<file path="src/rtl/bennett_clock_if.sv">
// Bundle for the Bennett-clock sequencer outputs (and the optional hold input).
// The hold signal exists only when BENNETT_HOLD_EN is defined.
interface bennett_clock_if #(
  parameter int PHASES = 10
);
  logic [PHASES-1:0] clkp;
  logic              Mclk;
  logic              instFlag;
`ifdef BENNETT_HOLD_EN
  logic              hold;
`endif

  modport master (
`ifdef BENNETT_HOLD_EN
    input  hold,
`endif
    output clkp,
    output Mclk,
    output instFlag
  );

  modport slave (
`ifdef BENNETT_HOLD_EN
    output hold,
`endif
    input  clkp,
    input  Mclk,
    input  instFlag
  );
endinterface

</file>
<file path="src/rtl/bennett_clock.sv">
// Multi-phase Bennett staircase sequencer: phases rise 0..PHASES-1, hold, then fall in reverse.
// Optional macro BENNETT_HOLD_EN adds a hold input that freezes the top plateau.
module bennett_clock #(
  parameter int PHASES      = 10,
  parameter int STEP_CYCLES = 2
) (
  input  logic             clk,
  input  logic             reset,
  bennett_clock_if.master  bus
);
  localparam int SW = $clog2(2 * PHASES);
  localparam int CW = $clog2(STEP_CYCLES);
  localparam logic [SW-1:0] LAST_STEP = SW'(2 * PHASES - 1);
  localparam logic [SW-1:0] TOP_STEP  = SW'(PHASES - 1);
  localparam logic [CW-1:0] LAST_SUB  = CW'(STEP_CYCLES - 1);
  localparam logic [CW-1:0] MID_SUB   = CW'(STEP_CYCLES / 2);

  if (PHASES < 2 || PHASES > 32) begin : gBadPhases
    $error("bennett_clock: PHASES must be in 2..32");
  end
  if (STEP_CYCLES < 2 || (STEP_CYCLES % 2) != 0) begin : gBadStep
    $error("bennett_clock: STEP_CYCLES must be even and >= 2");
  end

  logic [SW-1:0]     sReg, sNext;
  logic [CW-1:0]     cReg, cNext;
  logic [PHASES-1:0] clkpReg, clkpNext;
  logic              mclkReg, mclkNext;
  logic              instReg, instNext;
  logic              freeze;

`ifdef BENNETT_HOLD_EN
  assign freeze = bus.hold && (sReg == TOP_STEP);
`else
  assign freeze = 1'b0;
`endif

  // State register; outputs are registered alongside so they change only on edges.
  always_ff @(posedge clk or posedge reset) begin
    if (reset) begin
      sReg    <= LAST_STEP;
      cReg    <= LAST_SUB;
      clkpReg <= '0;
      mclkReg <= 1'b0;
      instReg <= 1'b0;
    end else begin
      sReg    <= sNext;
      cReg    <= cNext;
      clkpReg <= clkpNext;
      mclkReg <= mclkNext;
      instReg <= instNext;
    end
  end

  always_comb begin
    sNext = sReg;
    cNext = cReg;
    if (!freeze) begin
      if (cReg == LAST_SUB) begin
        cNext = '0;
        sNext = (sReg == LAST_STEP) ? '0 : sReg + 1'b1;
      end else begin
        cNext = cReg + 1'b1;
      end
    end
  end

  // Phase gi is high for steps gi .. 2*PHASES-2-gi, giving the symmetric staircase.
  for (genvar gi = 0; gi < PHASES; gi++) begin : gPhase
    localparam logic [SW-1:0] RISE_AT = SW'(gi);
    localparam logic [SW-1:0] FALL_AT = SW'(2 * PHASES - 1 - gi);
    if (gi == 0) begin : gFirst
      assign clkpNext[gi] = (sNext < FALL_AT);
    end else begin : gOther
      assign clkpNext[gi] = (sNext >= RISE_AT) && (sNext < FALL_AT);
    end
  end

  always_comb begin
    mclkNext = mclkReg;
    if (sNext == '0) begin
      mclkNext = 1'b0;
    end else if (sNext == TOP_STEP && cNext == MID_SUB) begin
      mclkNext = 1'b1;
    end
    instNext = (sNext == LAST_STEP);
  end

  assign bus.clkp     = clkpReg;
  assign bus.Mclk     = mclkReg;
  assign bus.instFlag = instReg;
endmodule

</file>
<file path="src/flat_wrapper.sv">
// flat-port wrapper written by rule: the top's interface ports become plain ports
module bennett_clock_flat 
#(
  parameter int PHASES      = 10,
  parameter int STEP_CYCLES = 2
)
  (clk, reset, bus_clkp, bus_Mclk, bus_instFlag);
  bennett_clock_if #(.PHASES(PHASES)) bus_i ();
  input  logic clk;
  input  logic reset;
  output wire logic [$bits(bus_i.clkp)-1:0] bus_clkp;
  output wire logic [$bits(bus_i.Mclk)-1:0] bus_Mclk;
  output wire logic [$bits(bus_i.instFlag)-1:0] bus_instFlag;
  assign bus_clkp = bus_i.clkp;
  assign bus_Mclk = bus_i.Mclk;
  assign bus_instFlag = bus_i.instFlag;
  bennett_clock #(.PHASES(PHASES), .STEP_CYCLES(STEP_CYCLES)) u_core (.clk(clk), .reset(reset), .bus(bus_i));
endmodule
</file>
<file path="config.mk">
export PLATFORM = sky130hd
export DESIGN_NAME = bennett_clock_flat
export DESIGN_NICKNAME = d
export VERILOG_FILES = /design/src/rtl/bennett_clock_if.sv /design/src/rtl/bennett_clock.sv /design/src/flat_wrapper.sv
export SDC_FILE = /design/constraint.sdc
export NUM_CORES = 1
export LEC_CHECK = 0
export ABC_AREA = 1
export ABC_CLOCK_PERIOD_IN_PS = 2000
export BUFFER_PORTS_ARGS = -buffer_cell sky130_fd_sc_hd__buf_2
export CORE_UTILIZATION = 52
export DETAILED_ROUTE_END_ITERATION = 10
export PLACE_DENSITY = 0.75
export SLEW_MARGIN = 20
export SYNTH_ARGS = -nofsm -noshare
export SYNTH_HDL_FRONTEND = slang
export SYNTH_SLANG_ARGS = --single-unit
</file>
<file path="constraint.sdc">
create_clock -name clk -period 2 [get_ports clk]
set_input_delay 0.2 -clock clk [delete_from_list [all_inputs] [get_ports clk]]
set_output_delay 0.2 -clock clk [all_outputs]
set_load 0.01 [all_outputs]
</file>
---- Word level (Yosys, flattened, before mapping) ----
Index checks and enable logic that the tools add are counted.
Widths: inputs -> output; s select.
storage, ports and cells
  input bits .............................. 2
  word-level logic and storage cells ...... 46
  output and inout port bits .............. 12
  bits in registers ....................... 18
cells by class
  eq/ne operators ......................... 3
  reductions and logical operators ........ 12
  muxes and demuxes ....................... 5
  add/subtract/negate cells ............... 2
  magnitude comparators ................... 19
operators with widths
  kind                 number
  $lt 5x4->1 const B   6
  $ge 5x3->1 const B   4
  $lt 5x5->1 const B   4
  $eq 5x5->1 const B   2
  $ge 5x2->1 const B   2
  $ge 5x4->1 const B   2
  $logic_and 1x1->1    10
  $mux 5               2
  $add 5x1->5 const B  1
  $eq 5x4->1 const B   1
  $ge 5x1->1 const B   1
  $logic_not 5->1      1
  $mux 1               3
  $reduce_bool 2->1    1
  $add 1x1->1 const B  1

---- Depth between registers and ports, before layout ----
Gate-level depths: netlist (run 1).
  word-level depth ........................ 7
  mapped depth ............................ 10

---- Least setup slack after synthesis (run 1) ----
No wires, ideal clock.
  path type ............................... reg2reg
  start ................................... register u_core.sReg[0]
  end ..................................... register u_core.clkpReg[6] (netlist: u_core.bus.clkp[6])
  path slack .............................. 0.519 ns
  stages on the path, launching flop included .. 9
  period minus slack after synthesis ...... 1.481 ns
  setup time .............................. 0.115 ns
  arrival ................................. 1.366 ns
  data required time ...................... 1.885 ns
  path through ............................ dfstp_2 ha_1 nand2_2 o21ai_1 nand2_2 nor2_4 nand3_1 nand3_1 nor2_1
on the way
  longest elaborated chain between the ends .. 5
RTL lines
  element                                           line                 text
  from (decl)                                       bennett_clock.sv:25  logic [SW-1:0] sReg, sNext;
  from (signal assigned)                            bennett_clock.sv:47  sReg <= sNext;
  $add 5x1->5 / $eq 5x5->1 (equally long branches)  bennett_clock.sv:61  sNext = (sReg == LAST_STEP) ? '0 : sReg + 1'b1;
  $mux 5                                            bennett_clock.sv:61
  $mux 5 *                                          bennett_clock.sv:59  if (cReg == LAST_SUB) begin
  $ge 5x3->1 / $lt 5x4->1 (equally long branches)   bennett_clock.sv:75  assign clkpNext[gi] = (sNext >= RISE_AT) && (sNext < FALL_AT);
  $logic_and 1x1->1 *                               bennett_clock.sv:75
  named net u_core.clkpNext[6]                      bennett_clock.sv:27  logic [PHASES-1:0] clkpReg, clkpNext;
  to (signal assigned)                              bennett_clock.sv:49  clkpReg <= clkpNext;
  to (decl)                                         bennett_clock.sv:27
Mark *: on every way through the listed nets, which the timed path passes. The rest lies on a longest branch.
A chain may end at the register's enable or synchronous reset.

---- Worst setup path after layout (run 1) ----
  start ................................... register u_core.sReg[0]
  end ..................................... register u_core.clkpReg[1] (netlist: u_core.bus.clkp[1])
on the way
  longest elaborated chain between the ends .. 5
RTL lines
  element                                           line
  $add 5x1->5 / $eq 5x5->1 (equally long branches)  bennett_clock.sv:61
  $mux 5 *                                          bennett_clock.sv:61
  $mux 5 *                                          bennett_clock.sv:59
  named net u_core.sNext[1]                         bennett_clock.sv:25
  $ge 5x1->1 / $lt 5x5->1 (equally long branches)   bennett_clock.sv:75
  $logic_and 1x1->1 *                               bennett_clock.sv:75
  named net u_core.clkpNext[1]                      bennett_clock.sv:27
Marks and branches as above.

==> results of run 1 <==
-- state kept, by name, summed over array words and instances, names as in the netlist --
signal / count
u_core.sReg: 5
u_core.bus.instFlag: 1
u_core.bus.clkp: 10
u_core.bus.Mclk: 1
u_core.cReg: 1
-- stage by stage --
stage               hold slack, ps  instance area (um^2)  total power [W]
global route                  54.2                   940         0.000570
global placement               312                   913         0.000379
CTS                           1.33                   940         0.000562
finish                       -22.3                   940         0.000558
detailed placement             327                   913         0.000379
floorplan                      136                   828         0.000376
-- cells by family after synthesis --
group           share of synthesized area [%]
compound gates                           5.59
simple gates                             30.1
xor+xnor                                 1.96
buf+inv                                  5.89
fa+ha+maj                                1.51
flops                                    55.0
-- layout by cell type (no fill, tap or decap), drive strengths merged, types with 2 or more instances in the layout --
cell type	netlist	final
o21ai	2	2
nand2	25	25
nand3	5	5
nor3	2	2
clkbuf	0	4
buf	0	13
nor2	14	14
inv	13	13
dfrtp	14	14
dfstp	4	4
a21oi	5	5
-- area by class of cell --
cell class	count	area (um^2)
timing repair buffer	13	65.1
tap	16	20.0
multi-input combinational	58	324
inverter	13	48.8
fill	119	549
sequential	18	455
clock buffer	4	26.3
-- layer usage --
metal	GRT usage [%]	vias to the layer above
met5	0	-
met4	13.5	0
met3	2.61	4
met2	30.3	17
met1	25.7	280
li1	-	307
-- worst max-delay path by stage --
| stage | from | end | slack, ps | cells past startpoint |
|---|---|---|---|---|
| finish | u_core.sReg[0]$_DFF_PP1_ | u_core.bus.clkp[1]$_DFF_PP0_ | 370 | 7 |
| floorplan | u_core.sReg[0]$_DFF_PP1_ | u_core.bus.clkp[6]$_DFF_PP0_ | 520 | 8 |
| detailed placement | u_core.sReg[0]$_DFF_PP1_ | u_core.bus.clkp[6]$_DFF_PP0_ | 390 | 8 |
| global route | u_core.sReg[0]$_DFF_PP1_ | u_core.bus.clkp[2]$_DFF_PP0_ | 230 | 7 |
| CTS | u_core.sReg[0]$_DFF_PP1_ | u_core.bus.Mclk$_DFFE_PP0P_ | 350 | 7 |
| global placement | u_core.sReg[0]$_DFF_PP1_ | u_core.bus.clkp[1]$_DFF_PP0_ | 420 | 7 |
-- power by group --
| part | internal [W] | switching [W] | total [W] |
|---|---|---|---|
| clock network | 0.0000776 | 0.000109 | 0.000186 |
| logic | 0.000000788 | 0.00000679 | 0.00000757 |
| registers | 0.000364 | 0 | 0.000364 |
| total | 0.000443 | 0.000115 | 0.000558 |
-- worst max-delay path, delay by kind of cell, from the launching register on --
family,cells,cell delay [ps]
AND/OR/NAND/NOR,5,550
buffers and inverters,1,160
adder cells (fa/ha/maj),1,230
flip-flops,1,570
==> impl_results.md, run 1 <==
- Worst-path clk slew: roughly 100 ps
- Static Leak: 0.493 nW
- Mapped Area: between 800 and 900 um^2
- PwrDens: roughly 600 nW/um^2
- Flops & latches, synth: 18
- Largest cells by area after synthesis: dfrtp_1, dfstp_2, nand2_1, nand2_2, nor2_1
- Io pins: 14
- Clock Sinks: 18
- Fraction of the yosys area taken by sequential cells: roughly 55%
- Post-synth net total: 92
- Setup TNS: 0 ps
- Die width: ~42 um
- CORE AREA: roughly 1500 um^2
- Most common cell in the netlist: nand2_1
- Largest net degree at the start of global routing: 19
- Post-place setup slack: just under 400 ps
- Final Hold Fails: 14
- Area grow syn2layout: 13.4%
- Worst slew margin: between 50% and 60%
- Slew @ Worst Pin: around 660 ps
- Failing checks: hold timing
- CP max stage cell: dfstp_2
- Max Clock Freq: just over 0.6 GHz
- Placed Cells: 118
- Setup CP Type: reg -> reg
- Share of cells above drive strength 1: 37.7%
- Clk buf depth: 2
- Reg2Reg Depth: 7
- Post-CTS sizing: 0
- Pins Over Slew Limit: 0
- WP data required: ~2200 ps
- Gpl congestion: between 0.7 and 0.8
- DRC errors left: 0
- Biggest area consumer among synthesized cells: dfrtp_1
- Top Metal Used: met4
- Vias: between 600 and 700
- Post-synth top cells: nand2_1, dfrtp_1, nor2_1
- Clk_skew: between 10 and 15 ps
- Root buffer cell: clkbuf_4
- Synth Warn #: 0
- CP endpoint kind: flop
- Die area: between 1500 and 2000 um^2
- CP Cell Sequence: ha_1, nand2_1, nand2_1, inv_1, nand3_2, nor2_1, nor2_1
- Initial antenna violation count: 0
- FF-to-FF End: u_core.bus.clkp[1]$_DFF_PP0_
- Final Core Density: around 63%
- Final WS setup: 370 ps
- Post-synth EDFFs: 0
- Final Non-Filler Cells: ~120
- Share of synthesized registers carrying an async set or reset: 100%
- HPWL after DPL: between 1000 and 1500 um
- Antenna Cells: 0
- CP Launch Type: flop
- Avg WL per Cell: roughly 12 um
- Proportion of netlist area held by the largest area contributor: between 40% and 50%
- Clock latency on the worst-skew pair: between 200 and 300 ps
- CP max stage delay: about 570 ps
- Drt total wl: roughly 1400 um
- Metal2 WL: approximately 640 um
- Hold WC Path Type: in -> async
- Remaining antenna violation count: 0
- Outcome: finished, violations left
- Count of cell types in the netlist: 21
- Avg Synthesized Cell Area: around 9.3 um^2
- Average vias per placed instance: between 4 and 5
- R2R Path Start: u_core.sReg[0]$_DFF_PP1_
- Nets@finish: 110
- Vias in the first global route: ~620
- RSZ-0062 raised after global routing: false
- Final min period: roughly 1600 ps
- Total CTS buffers: 3
- Post CTS Setup Buffer Count: 0
- Metal3 WL: around 52 um
- First-pass GRT wire length: 2530 um
- R2R setup slack: between 300 and 400 ps
- Iteration-0 DRC Markers: 3
- WP data arrival: about 1800 ps
- Grt ovf: 0
- Initial core utilization: a little under three fifths
- H-tree depth: 1
- # hold bufs at CTS: 0
- Top FF cell, synth: dfrtp_1
- Die Y: between 40 and 50 um
- # Max-Cap Violations: 0
- Final setup viols: 0
- Met1 wire length: about 700 um
- Worst hold margin: -22.3 ps
- CTS tree: built
- I/O Buffers: 13
- Post-Syn Instances: between 80 and 90
- VDD IR max: 0.000478 V
- Fin crit share: between 80% and 90%
- Aggregate global-route resource usage: between 10% and 20%
- FP Rows: 14
- Crit-path max FO: 7
- Drt pass-1 iters: 4
No activity file was read; power rests on OpenSTA's default activity.
==> inputs of run 2 (changes only) <==
- ABC_CLOCK_PERIOD_IN_PS: 2000 -> 1600
- clock period: 2 -> 1.6 ns (I/O delays scaled with it)
==> impl_results.md, run 2 (same netlist as run 1, synthesis figures left out) <==
- Top Metal Used: met4
- Crit-path max FO: 8
- WP data required: roughly 1800 ps
- Final min period: between 1500 and 2000 ps
- CTS tree: built
- Worst path most repeated cell: nand2_1
- Average vias per placed instance: 5.13
- Die area: approximately 1800 um^2
- I/O Buffers: 13
- Clock latency on the worst-skew pair: 280 ps
- Slew @ Worst Pin: around 640 ps
- CP Cell Sequence: ha_4, nand2_8, nor2_2, nand2_1, nand2_2, nand2_4, buf_4, nand2_1, nor2_1
- Vias: approximately 660
- Static Leak: around 0.56 nW
- FP Rows: 14
- Max reg flops: 10
- H-tree depth: 1
- CP Buf/Inv Count: 1
- Clock Sinks: 18
- Clk_skew: around 3.6 ps
- Area grow syn2layout: 34.4%
- R2R Path Start: u_core.sReg[0]$_DFF_PP1_
- Drt pass-1 iters: 4
- Met1 wire length: a little over 700 um
- Largest net degree at the start of global routing: 19
- HPWL after DPL: between 1000 and 1500 um
- Final Hold Fails: 0
- RSZ-0062 raised after global routing: true
- Initial antenna violation count: 0
- Avg WL per Cell: 12.8 um
- First-pass GRT wire length: about 2500 um
- Metal2 WL: just over 800 um
- Die width: roughly 42 um
- Iteration-0 DRC Markers: 20
- Start point of the critical path: u_core.sReg[0]$_DFF_PP1_
- Nets@finish: about 120
- Initial core utilization: between 50% and 60%
- Worst hold margin: ~500 ps
- Vias in the first global route: between 600 and 700
- Pins Over Slew Limit: 0
- Drt total wl: around 1600 um
- Grt ovf: 0
- Worst-path clk slew: 100 ps
- Metal3 WL: about 80 um
- Post-place setup slack: approximately 18 ps
- Worst slew margin: approximately 57%
- # Max-Cap Violations: 0
- DRC errors left: 0
- Antenna Cells: 0
- CORE AREA: between 1000 and 1500 um^2
- Die Y: between 40 and 50 um
- Design Power: roughly 0.00074 W
- Root buffer cell: clkbuf_4
- Gpl congestion: 0.766
- CP max stage cell: dfstp_2
- PwrDens: roughly 660 nW/um^2
- Commonest non-fill, non-tap cell in the layout: nand2_1
- Final setup viols: 0
- CP endpoint kind: flop
- Fin crit share: between 90% and 100%
- CP max stage delay: between 500 and 600 ps
- Hold WC Path Type: in -> async
- Share of cells above drive strength 1: 51.3%
- Setup CP Type: reg -> reg
- CP Launch Type: flop
- Io pins: 14
- WP data arrival: approximately 1800 ps
- Aggregate global-route resource usage: between 10% and 20%
- Final WS setup: between 20 and 30 ps
- Clk buf depth: 2
- Total CTS buffers: 3
- Most frequent cells in the layout: nand2_1, buf_2, dfrtp_1, inv_1, nor2_1
- Remaining antenna violation count: 0
- Setup TNS: 0 ps
- VDD IR max: between 0.0004 and 0.0005 V
- CP top delay family: simple AND/OR/NAND/NOR gates
- Max Clock Freq: around 0.64 GHz
- Placed Cells: 120
- Outcome: completed
- Final Non-Filler Cells: around 130
[run 2: cell types whose count changed in the layout (fill, tap and decap cells not counted), sizes merged]
cell and change:
buf +6, dlygate4sd3 +1
[run 2: what timing repair did]
action | CTS | global route
endpoints found under the hold margin | 14 | 0
gates resized for setup | 0 | 21
buffers inserted | 0 | 4
hold buffers | 1 | 0
setup endpoints to repair | 0 | 11
[run 2: worst paths after layout]
path                                                 to  slack [ps]  depth (start not counted)
min in group clk            u_core.bus.Mclk$_DFFE_PP0P_         540                          2
hold reg to reg             u_core.bus.Mclk$_DFFE_PP0P_         540                          2
setup / recovery           u_core.bus.clkp[5]$_DFF_PP0_          30                          9
setup reg to reg           u_core.bus.clkp[5]$_DFF_PP0_          30                          9
hold / removal             u_core.bus.clkp[6]$_DFF_PP0_         500                          3
max in group asynchronous      u_core.sReg[2]$_DFF_PP0_         650                          3
[run 2: worst reg2reg max path, delay by kind of cell (launching register included)]
| kind | cells | cell delay [ps] |
|---|---|---|
| adders and majority gates | 1 | 170 |
| DFF | 1 | 580 |
| and+or+nand+nor | 7 | 610 |
| buffers and inverters | 1 | 150 |
[run 2: through the flow]
stage	utilization (%)	cell area, um^2
3_5_place_dp	62.4	928
2_1_floorplan	-	828
6_report	74.8	1110
3_3_place_gp	62.4	928
5_1_grt	74.8	1110
4_1_cts	65.5	975
[run 2: area by class of cell]
| type | instances | area, um^2 |
|---|---|---|
| fillers | 98 | 375 |
| flip-flops and latches | 18 | 457 |
| clock buffers | 4 | 36.3 |
| repair buffers | 20 | 133 |
| inverters | 13 | 51.3 |
| well taps | 16 | 20.0 |
| multi-input cells | 58 | 417 |
[run 2: report_power, final]
group | internal (W) | total, W | switching [W]
Combinational | 0.00000257 | 0.0000112 | 0.00000858
Sequential | 0.000455 | 0.000455 | 0
Clock | 0.000138 | 0.000272 | 0.000133
Total | 0.000596 | 0.000738 | 0.000142
[run 2: layer usage]
| metal | vias to the layer above | track usage, % |
|---|---|---|
| li1 | 326 | - |
| met1 | 312 | 24.0 |
| met2 | 22 | 31.3 |
| met3 | 2 | 2.61 |
| met4 | 0 | 9.68 |
| met5 | - | 0 |
